### config.mk
export PLATFORM = sky130hd
export DESIGN_NAME = simmem_arbiter_flat
export DESIGN_NICKNAME = d
export VERILOG_FILES = /design/src/rtl/simmem_arbiter_if.sv /design/src/rtl/simmem_arbiter.sv /design/src/flat_wrapper.sv
export SDC_FILE = /design/constraint.sdc
export NUM_CORES = 1
export LEC_CHECK = 0
export CAP_MARGIN = 20
export CORE_UTILIZATION = 45
export CTS_CLUSTER_SIZE = 28
export DETAILED_ROUTE_END_ITERATION = 12
export DONT_BUFFER_PORTS = 1
export GPL_TIMING_DRIVEN = 0
export PLACE_DENSITY = 0.67
export SLEW_MARGIN = 20
export SYNTH_ARGS = -nofsm -noshare
export SYNTH_HDL_FRONTEND = slang
export SYNTH_SLANG_ARGS = --single-unit
### constraint.sdc
create_clock -name clk -period 5.81 [get_ports clk]
set_input_delay 1.162 -clock clk [delete_from_list [all_inputs] [get_ports clk]]
set_output_delay 1.162 -clock clk [all_outputs]
set_load 0.02 [all_outputs]
### src/rtl/simmem_arbiter_if.sv
// Requester and memory-port bundle for simmem_arbiter.
// slave: arbiter side; master: requesters plus the SimMem model.
interface simmem_arbiter_if;
    logic        req0_stb;
    logic        req0_we;
    logic [31:0] req0_addr;
    logic [31:0] req0_wdata;
    logic        req0_ack;
    logic        req0_err;
    logic [31:0] req0_rdata;

    logic        req1_stb;
    logic        req1_we;
    logic [31:0] req1_addr;
    logic [31:0] req1_wdata;
    logic        req1_ack;
    logic        req1_err;
    logic [31:0] req1_rdata;

    logic        mem_we;
    logic [31:0] mem_addr;
    logic [31:0] mem_wdata;
    logic [31:0] mem_rdata;

    modport slave (
        input  req0_stb, req0_we, req0_addr, req0_wdata,
        output req0_ack, req0_err, req0_rdata,
        input  req1_stb, req1_we, req1_addr, req1_wdata,
        output req1_ack, req1_err, req1_rdata,
        output mem_we, mem_addr, mem_wdata,
        input  mem_rdata
    );

    modport master (
        output req0_stb, req0_we, req0_addr, req0_wdata,
        input  req0_ack, req0_err, req0_rdata,
        output req1_stb, req1_we, req1_addr, req1_wdata,
        input  req1_ack, req1_err, req1_rdata,
        input  mem_we, mem_addr, mem_wdata,
        output mem_rdata
    );
endinterface

### src/rtl/simmem_arbiter.sv
// Two-way round-robin arbiter in front of one SimMem port, with local error completion.
// Optional statistics counters: define SIMMEM_ARBITER_STATS_EN.
module simmem_arbiter #(
    parameter logic [31:0] BASE   = 32'h1000,
    parameter logic [31:0] SIZE   = (1 << 24) - 32'h1000,
    parameter int unsigned RD_LAT = 1
`ifdef SIMMEM_ARBITER_STATS_EN
    ,
    parameter int unsigned CNT_W  = 16
`endif
) (
    input  logic            clk,
    input  logic            reset,
    simmem_arbiter_if.slave bus,
    output logic            busy
`ifdef SIMMEM_ARBITER_STATS_EN
    ,
    output logic [CNT_W-1:0] grant0_cnt,
    output logic [CNT_W-1:0] grant1_cnt,
    output logic [CNT_W-1:0] err_cnt,
    output logic [CNT_W-1:0] conflict_cnt
`endif
);

    typedef enum logic [1:0] {IDLE, ISSUE, WAIT, DONE} state_t;

    // Window bounds in 33 bits so BASE+SIZE cannot wrap.
    localparam logic [32:0] WIN_LO    = {1'b0, BASE};
    localparam logic [32:0] WIN_HI    = {1'b0, BASE} + {1'b0, SIZE};
    localparam logic [2:0]  WAIT_INIT = 3'(RD_LAT - 1);

    state_t      state, state_nx;
    logic        last_grant, last_grant_nx;
    logic        gnt, gnt_nx;
    logic        l_we, l_we_nx;
    logic [2:0]  wait_cnt, wait_cnt_nx;

    logic        any_stb, both_stb, sel, grant, rd_done;
    logic        pick_we, pick_ok;
    logic [31:0] pick_addr, pick_wdata;

    logic        mem_we_nx, busy_nx;
    logic [31:0] mem_addr_nx, mem_wdata_nx;
    logic        ack0_nx, ack1_nx, err0_nx, err1_nx;
    logic [31:0] rdata0_nx, rdata1_nx;

    assign any_stb    = bus.req0_stb | bus.req1_stb;
    assign both_stb   = bus.req0_stb & bus.req1_stb;
    assign sel        = both_stb ? ~last_grant : bus.req1_stb;
    assign pick_we    = sel ? bus.req1_we    : bus.req0_we;
    assign pick_addr  = sel ? bus.req1_addr  : bus.req0_addr;
    assign pick_wdata = sel ? bus.req1_wdata : bus.req0_wdata;
    assign pick_ok    = ({1'b0, pick_addr} >= WIN_LO) && ({1'b0, pick_addr} < WIN_HI);
    assign grant      = (state == IDLE) && any_stb;
    assign rd_done    = (state == ISSUE && !l_we && RD_LAT == 0) ||
                        (state == WAIT && wait_cnt == 3'd0);

    always_ff @(posedge clk or posedge reset) begin
        if (reset) state <= IDLE;
        else       state <= state_nx;
    end

    always_comb begin
        state_nx = state;
        case (state)
            IDLE:    if (any_stb) state_nx = pick_ok ? ISSUE : DONE;
            ISSUE:   state_nx = (l_we || RD_LAT == 0) ? DONE : WAIT;
            WAIT:    if (wait_cnt == 3'd0) state_nx = DONE;
            DONE:    state_nx = IDLE;
            default: state_nx = IDLE;
        endcase
    end

    // Next values of the registered outputs and grant latches, derived from state_nx.
    always_comb begin
        gnt_nx        = grant ? sel : gnt;
        l_we_nx       = grant ? pick_we : l_we;
        last_grant_nx = grant ? sel : last_grant;
        wait_cnt_nx   = '0;
        if (state_nx == WAIT)
            wait_cnt_nx = (state == WAIT) ? wait_cnt - 3'd1 : WAIT_INIT;

        mem_we_nx    = (state_nx == ISSUE) && pick_we;
        mem_addr_nx  = (state_nx == ISSUE) ? pick_addr  : bus.mem_addr;
        mem_wdata_nx = (state_nx == ISSUE) ? pick_wdata : bus.mem_wdata;

        ack0_nx   = (state_nx == DONE) && !gnt_nx;
        ack1_nx   = (state_nx == DONE) &&  gnt_nx;
        err0_nx   = grant && !pick_ok && !sel;
        err1_nx   = grant && !pick_ok &&  sel;
        rdata0_nx = (rd_done && !gnt) ? bus.mem_rdata : '0;
        rdata1_nx = (rd_done &&  gnt) ? bus.mem_rdata : '0;
        busy_nx   = (state_nx != IDLE);
    end

    always_ff @(posedge clk or posedge reset) begin
        if (reset) begin
            last_grant     <= 1'b1;
            gnt            <= 1'b0;
            l_we           <= 1'b0;
            wait_cnt       <= '0;
            bus.mem_we     <= 1'b0;
            bus.mem_addr   <= '0;
            bus.mem_wdata  <= '0;
            bus.req0_ack   <= 1'b0;
            bus.req1_ack   <= 1'b0;
            bus.req0_err   <= 1'b0;
            bus.req1_err   <= 1'b0;
            bus.req0_rdata <= '0;
            bus.req1_rdata <= '0;
            busy           <= 1'b0;
        end else begin
            last_grant     <= last_grant_nx;
            gnt            <= gnt_nx;
            l_we           <= l_we_nx;
            wait_cnt       <= wait_cnt_nx;
            bus.mem_we     <= mem_we_nx;
            bus.mem_addr   <= mem_addr_nx;
            bus.mem_wdata  <= mem_wdata_nx;
            bus.req0_ack   <= ack0_nx;
            bus.req1_ack   <= ack1_nx;
            bus.req0_err   <= err0_nx;
            bus.req1_err   <= err1_nx;
            bus.req0_rdata <= rdata0_nx;
            bus.req1_rdata <= rdata1_nx;
            busy           <= busy_nx;
        end
    end

`ifdef SIMMEM_ARBITER_STATS_EN
    always_ff @(posedge clk or posedge reset) begin
        if (reset) begin
            grant0_cnt   <= '0;
            grant1_cnt   <= '0;
            err_cnt      <= '0;
            conflict_cnt <= '0;
        end else if (grant) begin
            if (!sel && grant0_cnt != '1) grant0_cnt <= grant0_cnt + 1'b1;
            if ( sel && grant1_cnt != '1) grant1_cnt <= grant1_cnt + 1'b1;
            if (!pick_ok && err_cnt != '1) err_cnt <= err_cnt + 1'b1;
            if (both_stb && conflict_cnt != '1) conflict_cnt <= conflict_cnt + 1'b1;
        end
    end
`endif

endmodule

### src/flat_wrapper.sv
// flat-port wrapper written by rule: the top's interface ports become plain ports
module simmem_arbiter_flat 
#(
    parameter logic [31:0] BASE   = 32'h1000,
    parameter logic [31:0] SIZE   = (1 << 24) - 32'h1000,
    parameter int unsigned RD_LAT = 1

)
  (clk, reset, busy, bus_req0_stb, bus_req0_we, bus_req0_addr, bus_req0_wdata, bus_req0_ack, bus_req0_err, bus_req0_rdata, bus_req1_stb, bus_req1_we, bus_req1_addr, bus_req1_wdata, bus_req1_ack, bus_req1_err, bus_req1_rdata, bus_mem_we, bus_mem_addr, bus_mem_wdata, bus_mem_rdata);
  simmem_arbiter_if bus_i ();
  input  logic clk;
  input  logic reset;
  output logic busy;
  input wire logic [$bits(bus_i.req0_stb)-1:0] bus_req0_stb;
  input wire logic [$bits(bus_i.req0_we)-1:0] bus_req0_we;
  input wire logic [$bits(bus_i.req0_addr)-1:0] bus_req0_addr;
  input wire logic [$bits(bus_i.req0_wdata)-1:0] bus_req0_wdata;
  output wire logic [$bits(bus_i.req0_ack)-1:0] bus_req0_ack;
  output wire logic [$bits(bus_i.req0_err)-1:0] bus_req0_err;
  output wire logic [$bits(bus_i.req0_rdata)-1:0] bus_req0_rdata;
  input wire logic [$bits(bus_i.req1_stb)-1:0] bus_req1_stb;
  input wire logic [$bits(bus_i.req1_we)-1:0] bus_req1_we;
  input wire logic [$bits(bus_i.req1_addr)-1:0] bus_req1_addr;
  input wire logic [$bits(bus_i.req1_wdata)-1:0] bus_req1_wdata;
  output wire logic [$bits(bus_i.req1_ack)-1:0] bus_req1_ack;
  output wire logic [$bits(bus_i.req1_err)-1:0] bus_req1_err;
  output wire logic [$bits(bus_i.req1_rdata)-1:0] bus_req1_rdata;
  output wire logic [$bits(bus_i.mem_we)-1:0] bus_mem_we;
  output wire logic [$bits(bus_i.mem_addr)-1:0] bus_mem_addr;
  output wire logic [$bits(bus_i.mem_wdata)-1:0] bus_mem_wdata;
  input wire logic [$bits(bus_i.mem_rdata)-1:0] bus_mem_rdata;
  assign bus_i.req0_stb = bus_req0_stb;
  assign bus_i.req0_we = bus_req0_we;
  assign bus_i.req0_addr = bus_req0_addr;
  assign bus_i.req0_wdata = bus_req0_wdata;
  assign bus_req0_ack = bus_i.req0_ack;
  assign bus_req0_err = bus_i.req0_err;
  assign bus_req0_rdata = bus_i.req0_rdata;
  assign bus_i.req1_stb = bus_req1_stb;
  assign bus_i.req1_we = bus_req1_we;
  assign bus_i.req1_addr = bus_req1_addr;
  assign bus_i.req1_wdata = bus_req1_wdata;
  assign bus_req1_ack = bus_i.req1_ack;
  assign bus_req1_err = bus_i.req1_err;
  assign bus_req1_rdata = bus_i.req1_rdata;
  assign bus_mem_we = bus_i.mem_we;
  assign bus_mem_addr = bus_i.mem_addr;
  assign bus_mem_wdata = bus_i.mem_wdata;
  assign bus_i.mem_rdata = bus_mem_rdata;
  simmem_arbiter #(.BASE(BASE), .SIZE(SIZE), .RD_LAT(RD_LAT)) u_core (.clk(clk), .reset(reset), .bus(bus_i), .busy(busy));
endmodule
==> results of run 1 <==
==> worst register-to-register path, delay by kind of cell, from the launching register on <==
kind / cells / cell delay, ns
flops: 1 / 0.41
compound gates: 1 / 0.13
fa+ha+maj: 1 / 0.29
simple gates: 3 / 0.70
mux: 1 / 0.32
buf+inv: 4 / 0.63
==> through the flow <==
step | hold slack, ns | std cells | area [um^2] | setup slack, ns
after floorplan | 0.411 | 558 | 6170 | 0.840
after global placement | 0.420 | 734 | 6390 | -0.322
after detailed placement | 0.440 | 735 | 6430 | 2.31
after CTS | 0.448 | 767 | 7040 | 2.76
after global routing | 0.492 | 767 | 7040 | 2.58
final | 0.442 | 767 | 7040 | 2.79
==> cells in the mapped netlist, types with 2 or more instances <==
cell / number
sky130_fd_sc_hd__and2_1: 65
sky130_fd_sc_hd__nor3_1: 7
sky130_fd_sc_hd__mux2_4: 46
sky130_fd_sc_hd__ha_1: 6
sky130_fd_sc_hd__clkbuf_1: 19
sky130_fd_sc_hd__o31ai_1: 2
sky130_fd_sc_hd__buf_2: 2
sky130_fd_sc_hd__mux2i_1: 6
sky130_fd_sc_hd__o21ai_0: 4
sky130_fd_sc_hd__o21ai_1: 2
sky130_fd_sc_hd__mux2_2: 16
sky130_fd_sc_hd__nand2_1: 195
sky130_fd_sc_hd__inv_1: 10
sky130_fd_sc_hd__buf_6: 6
sky130_fd_sc_hd__dfrtp_1: 141
sky130_fd_sc_hd__a31oi_1: 2
sky130_fd_sc_hd__nor4_1: 6
sky130_fd_sc_hd__nor2_1: 5
==> logic make-up after synthesis <==
| kind of cell | after synthesis |
|---|---|
| xor gates and xnor gates | 1 |
| AOI/OAI and AO/OA | 15 |
| muxes | 69 |
| buffers and inverters | 38 |
| DFF | 142 |
| adders and majority gates | 6 |
| and+or+nand+nor | 287 |
==> report_power, final <==
| group | internal, mW | leakage (nW) | switching [mW] | total [mW] |
|---|---|---|---|---|
| combinational | 0.774 | 1.42 | 0.606 | 1.38 |
| clock | 0.697 | 0.301 | 0.429 | 1.13 |
| sequential | 1.37 | 1.82 | 0.690 | 2.06 |
| total | 2.84 | 3.54 | 1.73 | 4.57 |
==> cell type report <==
| type | count | share of cell area (%) |
|---|---|---|
| clock inverter | 13 | 2.49 |
| sequential | 142 | 50.5 |
| tap | 176 | 3.13 |
| timing repair buffer | 1 | 0.391 |
| buffer | 28 | 2.22 |
| clock buffer | 19 | 6.29 |
| multi-input combinational | 378 | 34.4 |
| inverter | 10 | 0.639 |
==> metal layers <==
metal	global-route usage, %	share of wire (%)	vias to the layer above
met1	23.9	37	1976
met3	9.39	11	17
met4	7.28	1.4	0
met2	36.6	50	207
li1	-	-	1825
met5	0	0	-
==> registers in the layout, summed over array words and instances (netlist names), 2 cells and up <==
signal                 cells
u_core.state               2
u_core.bus.req1_rdata     32
u_core.bus.mem_wdata      32
u_core.bus.req0_rdata     32
u_core.bus.mem_addr       32
u_core.wait_cnt            3
==> how the worst min path moves through the flow <==
stage	to	slack [ns]	start	cells past startpoint
after floorplan	u_core.wait_cnt[0]	0.41	u_core.wait_cnt[0]	1
after global placement	u_core.wait_cnt[0]	0.42	u_core.wait_cnt[0]	1
after detailed placement	u_core.wait_cnt[0]	0.44	u_core.wait_cnt[0]	1
after CTS	u_core.wait_cnt[0]	0.45	u_core.wait_cnt[0]	1
after global routing	u_core.wait_cnt[0]	0.49	u_core.wait_cnt[0]	1
final	u_core.wait_cnt[0]	0.44	u_core.wait_cnt[0]	1
==> results.txt, run 1 <==
Of the total synthesized cell area, the portion taken by AND, OR, NAND and NOR gates is 20.9%. By area, the combinational part of the netlist is dominated by simple AND/OR/NAND/NOR gates. The register-to-register path setup slack came out at 3.22 ns.

The synthesized design contains 0 enable-type register cells. The fraction of the mapped netlist area in compound gates came out at ~1.7%. The flow ran to the end, and the final reports show no timing, DRC or antenna violations. The total stage count of the critical path is 9.

In the layout the commonest cells are 195 x sky130_fd_sc_hd__nand2_1, 141 x sky130_fd_sc_hd__dfrtp_1, 65 x sky130_fd_sc_hd__and2_1. After clock tree synthesis, the clock-pin slew on the worst setup and hold paths is 0.06 ns. The end of the worst register-to-register path is u_core.bus.mem_addr[15]. The number of inserted diodes came out at 0. TritonCTS built the clock tree. The final net count came out at 750.

Routability-driven placement finished with a final weighted congestion of about 0.90. Setup violations remaining at the end of the flow were counted as 0. The beginning of the worst register-to-register path is u_core.state[0]. Synthesis handed over a netlist of 558 instances. The clock buffer count from CTS is 17. For the final database, setup skew stands at 0.0112 ns. The detailed-router iteration count before antenna repair is 4. Walking the worst path, the cells encountered are buf_2 > a21boi_4 > clkbuf_1 > o21ai_0 > o21ai_1 > o21ai_1 > buf_6 > buf_6 > mux2_4. sky130_fd_sc_hd__dfrtp_1 takes more of the synthesized area than any other cell. The global routing usage summed across all routing layers is between 20 and 25%. Dividing the detail-routed via count by the number of cells gives 5.25. In this design, the largest share of critical-path delay is due to buffers and inverters. The last element of the critical path is u_core.bus.mem_addr[12]. The final cycle utilization of the critical path is 51.9%.

The routed layout has 4025 vias. The synthesized netlist devotes 1.22% of its cell area to adder and majority cells. The netlist area before placement is 0.00617 mm^2. The H-tree depth came out at 4. The data arrival time of the worst path came out at 3.31 ns. The per-instance average area after synthesis is 11.1 um^2.

The initial antenna violation count is 0. In the final layout, flip-flops and latches occupy ~0.0036 mm^2. The maximum clock insertion buffer count came out at 2. The largest net degree at the start of global routing came out at 81. After filler insertion, the fill cell instance count of the layout stands at 1168. The clock period minus worst slack is slightly above 3 ns. In the post-synthesis netlist, the biggest area contributors are sky130_fd_sc_hd__dfrtp_1 57%, sky130_fd_sc_hd__nand2_1 12%, sky130_fd_sc_hd__mux2_4 11%. Post-CTS repair changed the size of 0 cells. The unique cell type count in the Yosys netlist is 36.

The number of hold violations in the final report is 0. By startpoint and endpoint, the worst setup path is classified as in -> reg. The area growth from synthesis to layout is 14.2%. In this run the worst setup path begins at bus_req0_stb. The transition time at the pin with the least slew margin is 0.541 ns.

The area of the core came out at ~0.013 mm^2. The path category of the worst min-delay check is reg -> reg. From left edge to right edge, the die measures 119 um.

The worst slew margin relative to its limit is 64.0%. The starting DRC count in detailed routing came out at 132. The wire length of the first global-routing pass is between 20 and 25 mm. In this run the remaining antenna-violating nets after routing total 0. The count of hold-fix buffers inserted at cts came out at 0. The number of clock sinks came out at roughly 140. The commonest non-fill, non-tap cell in the layout is sky130_fd_sc_hd__nand2_1. The required time at the endpoint of the critical path came out at slightly above 6 ns. The total design power is 4.57 mW. The power density over cell area is between 600 and 700 mW/mm^2. The largest individual stage delay along the critical path comes from the cell sky130_fd_sc_hd__clkbuf_1. Along the worst path, the maximum fanout reaches 10. The floorplan die area came out at 0.0142 mm^2. The buffer count from post-CTS setup fixing came out at 0. CTS placed an instance of sky130_fd_sc_hd__clkbuf_16 at the clock tree root.

The y dimension of the die is 119 um. The depth of the most critical reg-to-reg path is 10. For this design the top-level I/O count stands at 300. Of all flip-flops after synthesis, the portion carrying an async set or reset was 100%. Setup repair after global routing left no endpoint under its margin. The DRC violation count after routing came out at 0. The total congestion overflow came out at 0. Summing the areas of all xor and xnor instances in the mapped netlist gives less than 1% of the synthesized area. The prevailing post-synth register cell is sky130_fd_sc_hd__dfrtp_1.

The aggregate routed wire length is around 15 mm. The final number of max-transition violations came to 0. The final routed wire length divided by cell count came out at 19.1 um.

The number of max-capacitance violations reported is 0. The post-synth net total came out at 730. The number of synthesis warnings came out at 0.

For this run, the slowest stage of the critical path takes 0.47 ns. The type of element launching the critical path is an input pin. The count of port buffers added during placement is 0. The sequential cell area fraction in the yosys report came out at between 50% and 60%. The via count of the first global-routing pass came out at 4400.

The initial core utilization is a little under half. The worst setup path is captured at a flop. Cells fill 53.0% of the core in the end.

The static leakage is 3.54 nW. Synthesis inferred roughly 140 register bits. The area of combinational cells with multiple inputs came out at 0.00242 mm^2. Counting both buffers and inverters, the worst setup path holds a total of 4. The layout cell share with drive strength beyond 1 is between 10% and 20%.

At the later pin of the worst-skew pair, clock insertion delay measures 0.42 ns. Detailed placement ended at an HPWL of 11.1 mm. The multiplexer area fraction after synthesis came out at 15.3%. The synthesized design devotes to its leading area cell type 57.2% of total area. The number of rows in the core area is 42. The worst-case IR drop observed on VDD is 0.000242 V. For this run, the top clock speed supported by timing is 331 MHz. The accumulated negative setup slack is 0 ns.
(Power assumes the default switching activity.)
==> run 2: changes to the inputs <==
- clock period: 5.81 -> 2.97 ns (I/O delays scaled with it)
==> results.txt, run 2 (synthesis results as in run 1) <==
The global routing usage summed across all routing layers is about a fifth. The critical path starts at u_core.last_grant. The first global-routing pass estimated ~22 mm of wire. The number of ports placed on the die boundary came out at 300. The DRC violation count after routing came out at 0. The final number of max-transition violations came to 0. After layout, the minimum clock period comes to 2.69 ns. The total setup violations reported at the end of the flow is 0. The largest net degree at the start of global routing is 40. The worst slew margin relative to its limit is 63.9%.

The routed via count came out at 4034. The type of element launching the critical path is a flop. Clock tree synthesis selected as its root buffer the cell sky130_fd_sc_hd__clkbuf_16. The area of the core came out at approximately 0.013 mm^2. In the final routed layout, each cell accounts on average for 18.7 um.

The aggregate routed wire length is 14.4 mm. Once the floorplan was initialized, standard cells occupied a little under half of the core. The depth of the most critical reg-to-reg path is 8.

The number of hold violations in the final report came out at 0. The worst vdd rail ir drop is between 0.0004 and 0.0005 V. The layout has ~1100 filler cells. The number of max-capacitance violations reported is 0. The final net count is 753.

The later-pin clock latency in the skew report came out at 0.42 ns. The initial antenna violation count came out at 0. The final RePlAce weighted congestion came out at 0.871. The x dimension of the die came out at 119 um.

The average via count per standard cell is 5.24. The critical path in this run is classified as reg -> reg. Setup repair after global routing left no endpoint under its margin. The layout cell share with drive strength beyond 1 is 18.5%.

The number of rows in the core area is between 40 and 50. In the layout the commonest cells are 195 x sky130_fd_sc_hd__nand2_1, 141 x sky130_fd_sc_hd__dfrtp_1, 65 x sky130_fd_sc_hd__and2_1. The area growth from synthesis to layout came out at 15.0%.

Port buffering added 0 buffers. The power density over cell area came out at 1260 mW/mm^2. The count of nets left with antenna violations after detail routing came out at 0. For the final database, setup skew stands at 0.0108 ns. The final standard cell count with taps included and fillers excluded is between 700 and 800.

The total congestion overflow came out at 0. At the worst endpoint, the arrival time is 2.98 ns. The static leakage came out at 3.56 nW.

The number of placed instances with taps included is about 740. The run finished with clean final reports. Adding up every negative setup slack in the final design gives 0 ns. The clock buffer count from CTS came out at 17. For this run, the top clock speed supported by timing is 371 MHz. The required time at the endpoint of the critical path came out at between 3 and 4 ns. In this run the worst hold path is classified as in -> async. The maximum clock insertion buffer count is 2. The detailed-router iteration count before antenna repair is 4. The floorplan die area came out at 0.0142 mm^2. The commonest non-fill, non-tap cell in the layout is sky130_fd_sc_hd__nand2_1.

The kind of end point of the critical path is a flop. The post-cts resize count is 0. The highest fanout seen on the critical path came out at 10. The number of clock sinks came out at 142.

The worst register-to-register path begins at u_core.last_grant. The via count of the first global-routing pass came to between 4000 and 5000. The H-tree depth came out at 4. In the finished design, the share of the clock period the worst path needs comes to 90.7%. The die is 119 um tall. The repair_antennas step left the layout with diodes totalling 0. The buffer count from post-CTS setup fixing came out at 0.

The starting DRC count in detailed routing came out at between 200 and 250. After legalization and detailed placement, the total HPWL measured 10.9 mm. The clock-pin slew of the registers on the worst-case setup and hold paths came out at 0.06 ns. TritonCTS built the clock tree.

The count of hold-fix buffers inserted at cts is 0. The transition time at the pin with the least slew margin came out at 0.540 ns.
-- run 2: cell types whose count changed in the layout (fill, tap and decap cells not counted) --
cell,change
sky130_fd_sc_hd__clkbuf_1,-1
sky130_fd_sc_hd__clkinv_2,-1
sky130_fd_sc_hd__buf_12,+4
sky130_fd_sc_hd__inv_6,+1
sky130_fd_sc_hd__clkinvlp_4,+2
sky130_fd_sc_hd__clkbuf_2,+1
sky130_fd_sc_hd__buf_16,-1
sky130_fd_sc_hd__inv_8,-2
-- run 2: metal layers --
layer | global-route usage, % | vias up | share of wire, %
met4 | 8.07 | 0 | 1.7
met3 | 9.67 | 22 | 11
met2 | 34.3 | 215 | 49
li1 | - | 1839 | -
met1 | 23.3 | 1958 | 38
met5 | 0 | - | 0
-- run 2: power by group --
part / internal [mW] / switching [mW]
registers: 2.68 / 1.35
logic: 1.52 / 1.18
clock network: 1.36 / 0.839
total: 5.56 / 3.36
-- run 2: cell type report --
class | instances | area, um^2 | area share [%]
Multi-Input combinational cell | 378 | 2420 | 34.1
Sequential cell | 142 | 3550 | 50.1
Timing Repair Buffer | 4 | 80.1 | 1.13
Clock inverter | 13 | 175 | 2.47
Tap cell | 176 | 220 | 3.10
Buffer | 28 | 158 | 2.22
Inverter | 10 | 41.3 | 0.582
Clock buffer | 19 | 443 | 6.24
-- run 2: stage by stage --
| stage | util (%) | worst slack (ns) | power, mW | area [um^2] | hold WS (ns) |
|---|---|---|---|---|---|
| finish | 53.4 | 0.278 | 8.93 | 7090 | 0.0886 |
| floorplan | - | 0.550 | 6.16 | 6170 | 0.411 |
| CTS | 53.4 | 0.120 | 9.02 | 7090 | 0.0784 |
| global route | 53.4 | 0.136 | 9.38 | 7090 | 0.102 |
| detailed placement | 48.7 | -0.240 | 6.77 | 6470 | 0.428 |
| global placement | 48.1 | -0.196 | 6.67 | 6390 | 0.420 |
-- run 2: worst max-delay path: stages (launching register included) --
cell	delay, ns
sky130_fd_sc_hd__dfstp_2	0.57
sky130_fd_sc_hd__a21boi_4	0.12
sky130_fd_sc_hd__clkbuf_2	0.27
sky130_fd_sc_hd__o21ai_0	0.39
sky130_fd_sc_hd__o21ai_1	0.23
sky130_fd_sc_hd__o21ai_1	0.25
sky130_fd_sc_hd__buf_6	0.21
sky130_fd_sc_hd__buf_6	0.20
sky130_fd_sc_hd__mux2_4	0.32
-- run 2: worst paths after layout --
check,endpoint,slack [ns]
worst max-delay path,u_core.bus.mem_addr[16],0.28
max in group asynchronous,u_core.bus.mem_addr[22],2.15
worst max register to register,u_core.bus.mem_addr[16],0.28
min in group clk,u_core.bus.req1_rdata[29],0.30
worst min-delay path,u_core.bus.req1_rdata[11],0.09
worst min register to register,u_core.wait_cnt[0],0.43
==> RTL change (settings of run 1) <==
The 4 states of `state_t` get a one-hot encoding in 4 bits.
--- a/src/rtl/simmem_arbiter.sv
+++ b/src/rtl/simmem_arbiter.sv
@@ -24,3 +24,3 @@
 
-    typedef enum logic [1:0] {IDLE, ISSUE, WAIT, DONE} state_t;
+    typedef enum logic [3:0] {IDLE = 4'b0001, ISSUE = 4'b0010, WAIT = 4'b0100, DONE = 4'b1000} state_t;
 
Function: no difference found for any inputs over 4 cycles, from zero or initial values and one cycle with reset high; so few cycles prove little.
==> RTL change against run 1 <==
Register-to-register slack improved by 0.11 ns. Non-clock buffer count down 8. Sequential cell count is 2 higher. Synthesized area down 2.0%. Critical endpoint is now u_core.bus.mem_wdata[8]. Wire length shrank 11%. Worst setup slack improved by 0.28 ns. Count of clock-buffer cells in the layout is the same. Design area fell by 1.8%.
Power is not compared: it rests on default switching activity, and its combinational part moved more than twofold at a synthesized area within 25%.
==> RTL change: results (changes against run 1) <==
dpl cell area=6300 sq um (-2.0%); Port Buffers=0 (unchanged); Max Slew Vio Count=0 (unchanged); Finished Layout Cells=613 (-20%); Clk Tree Root Cell=clkbuf_16; clock insertion delay at the later pin of the skew report=0.41 ns; most frequent cells after synthesis=dfrtp_1, mux2_2, and2_1, mux2_4; antenna violations before repair=0 (unchanged); number of fill cells=1052 (-9.9%); pre-CTS worst setup slack=2.62 ns (+0.314 ns); global-route wire length before repair=20600 um (-11%); slowest cell delay on critical path=0.51 ns (+0.04 ns); post-CTS setup repair buffer count=0 (unchanged); final HPWL from detailed placement=9950 um (-11%); H-Tree Level Count=4 (unchanged); maximum number of pins on one net before global-route repair=93 (+15%); Yosys cell types=41 (+14%); Post-Syn Instances=408 (-27%); length of the first detailed-routing pass in iterations=4 (unchanged); detailed router's first-iteration violation count=104 (-21%); async set-reset flop share out of synthesis=1.00 (unchanged); VDD IR max=0.000177 V; total wire length=13100 um (-11%); post-detailed-route DRC marker count=0 (unchanged); largest clock skew in the final design=0.0118 ns (+0.000565 ns); layout cell share with drive strength beyond 1=0.363 (+0.183); path type of the worst min-delay path=flop to flop; DP Cell Count=581 (-21%); Antenna diodes=0 (unchanged); synth warn=0 (unchanged); Worst-path clk slew=0.06 ns (about the same); Resize count post-CTS=0 (unchanged); pin slew with the least headroom to its limit=0.758 ns (+0.217 ns); mean number of vias per cell=5.31 (+1.2%); via count of the first global-routing pass=3692 (-16%); total global-route track usage=0.198 (-0.0172); critical path arrival=3.02 ns (-0.29 ns); cell area after synthesis=6050 sq um (-2.0%); biggest area consumer among synthesized cells=dfrtp_1; critical path's top delay family=buffers and inverters; result of the run=complete, no violations; ranking of synthesized cells by area=dfrtp_1, mux2_2, mux2_4; cell with the largest stage delay on the worst path=a2111oi_4; post-synthesis sequential area ratio=0.596 (+0.0203); NumNets Final=596 (-21%); clock buffers created by TritonCTS=17 (unchanged); final estimated routing congestion in global placement=0.809 (-9.7%); Clock Tree Buf Depth=2 (unchanged); leakage component of the power=0.00329 uW; biggest fanout along the worst timing path=10 (unchanged)
==> RTL change: cell count changes in the layout (fill, tap and decap cells not counted), sizes merged, moves of 4 or more <==
cell,change
clkbuf,-8
nand2,-190
ha,-4
nor3,-6
inv,-5
nor2b,+10
mux2,+49
mux2i,-5
==> RTL change: area by class of cell <==
cell class              count  area [sq um]  share of cell area
clock inverters            13           175              0.0253
repair buffers              1          27.5             0.00398
clock buffers              19           443              0.0640
plain buffers              20           154              0.0223
well taps                 172           215              0.0311
multi-input cells         239          2270               0.328
flip-flops and latches    144          3610               0.521
inverters                   5          26.3             0.00380
==> RTL change: cell families after synthesis <==
kind of cell / count (synthesis) / share of synthesized area
DFF: 144 / 0.596
muxes: 113 / 0.235
and+or+nand+nor: 108 / 0.115
buffers and inverters: 25 / 0.0286
AOI/OAI and AO/OA: 14 / 0.0184
xor gates and xnor gates: 2 / 0.00290
adders and majority gates: 2 / 0.00414
==> RTL change: power breakdown <==
part	switching [uW]	internal (uW)
Sequential	93.5	1060
Clock	429	697
Combinational	111	130
==> RTL change: final timing paths <==
path / from / endpoint / slack [ns] / depth (start not counted)
min in group asynchronous: reset / u_core.bus.mem_wdata[22] / 0.61 / 1
worst max-delay path: bus_req1_stb / u_core.bus.mem_wdata[8] / 3.07 / 7
worst max register to register: u_core.last_grant / u_core.bus.mem_wdata[8] / 3.33 / 7
worst min-delay path: u_core.wait_cnt[0] / u_core.wait_cnt[0] / 0.44 / 1
max in group asynchronous: reset / u_core.state[0] / 4.43 / 2
worst min register to register: u_core.wait_cnt[0] / u_core.wait_cnt[0] / 0.44 / 1
==> RTL change: layer usage <==
metal	track usage	vias up	share of wire
met5	0	-	0
met4	0.0865	0	0.021
met3	0.101	19	0.11
met2	0.324	188	0.50
met1	0.213	1607	0.37
li1	-	1440	-
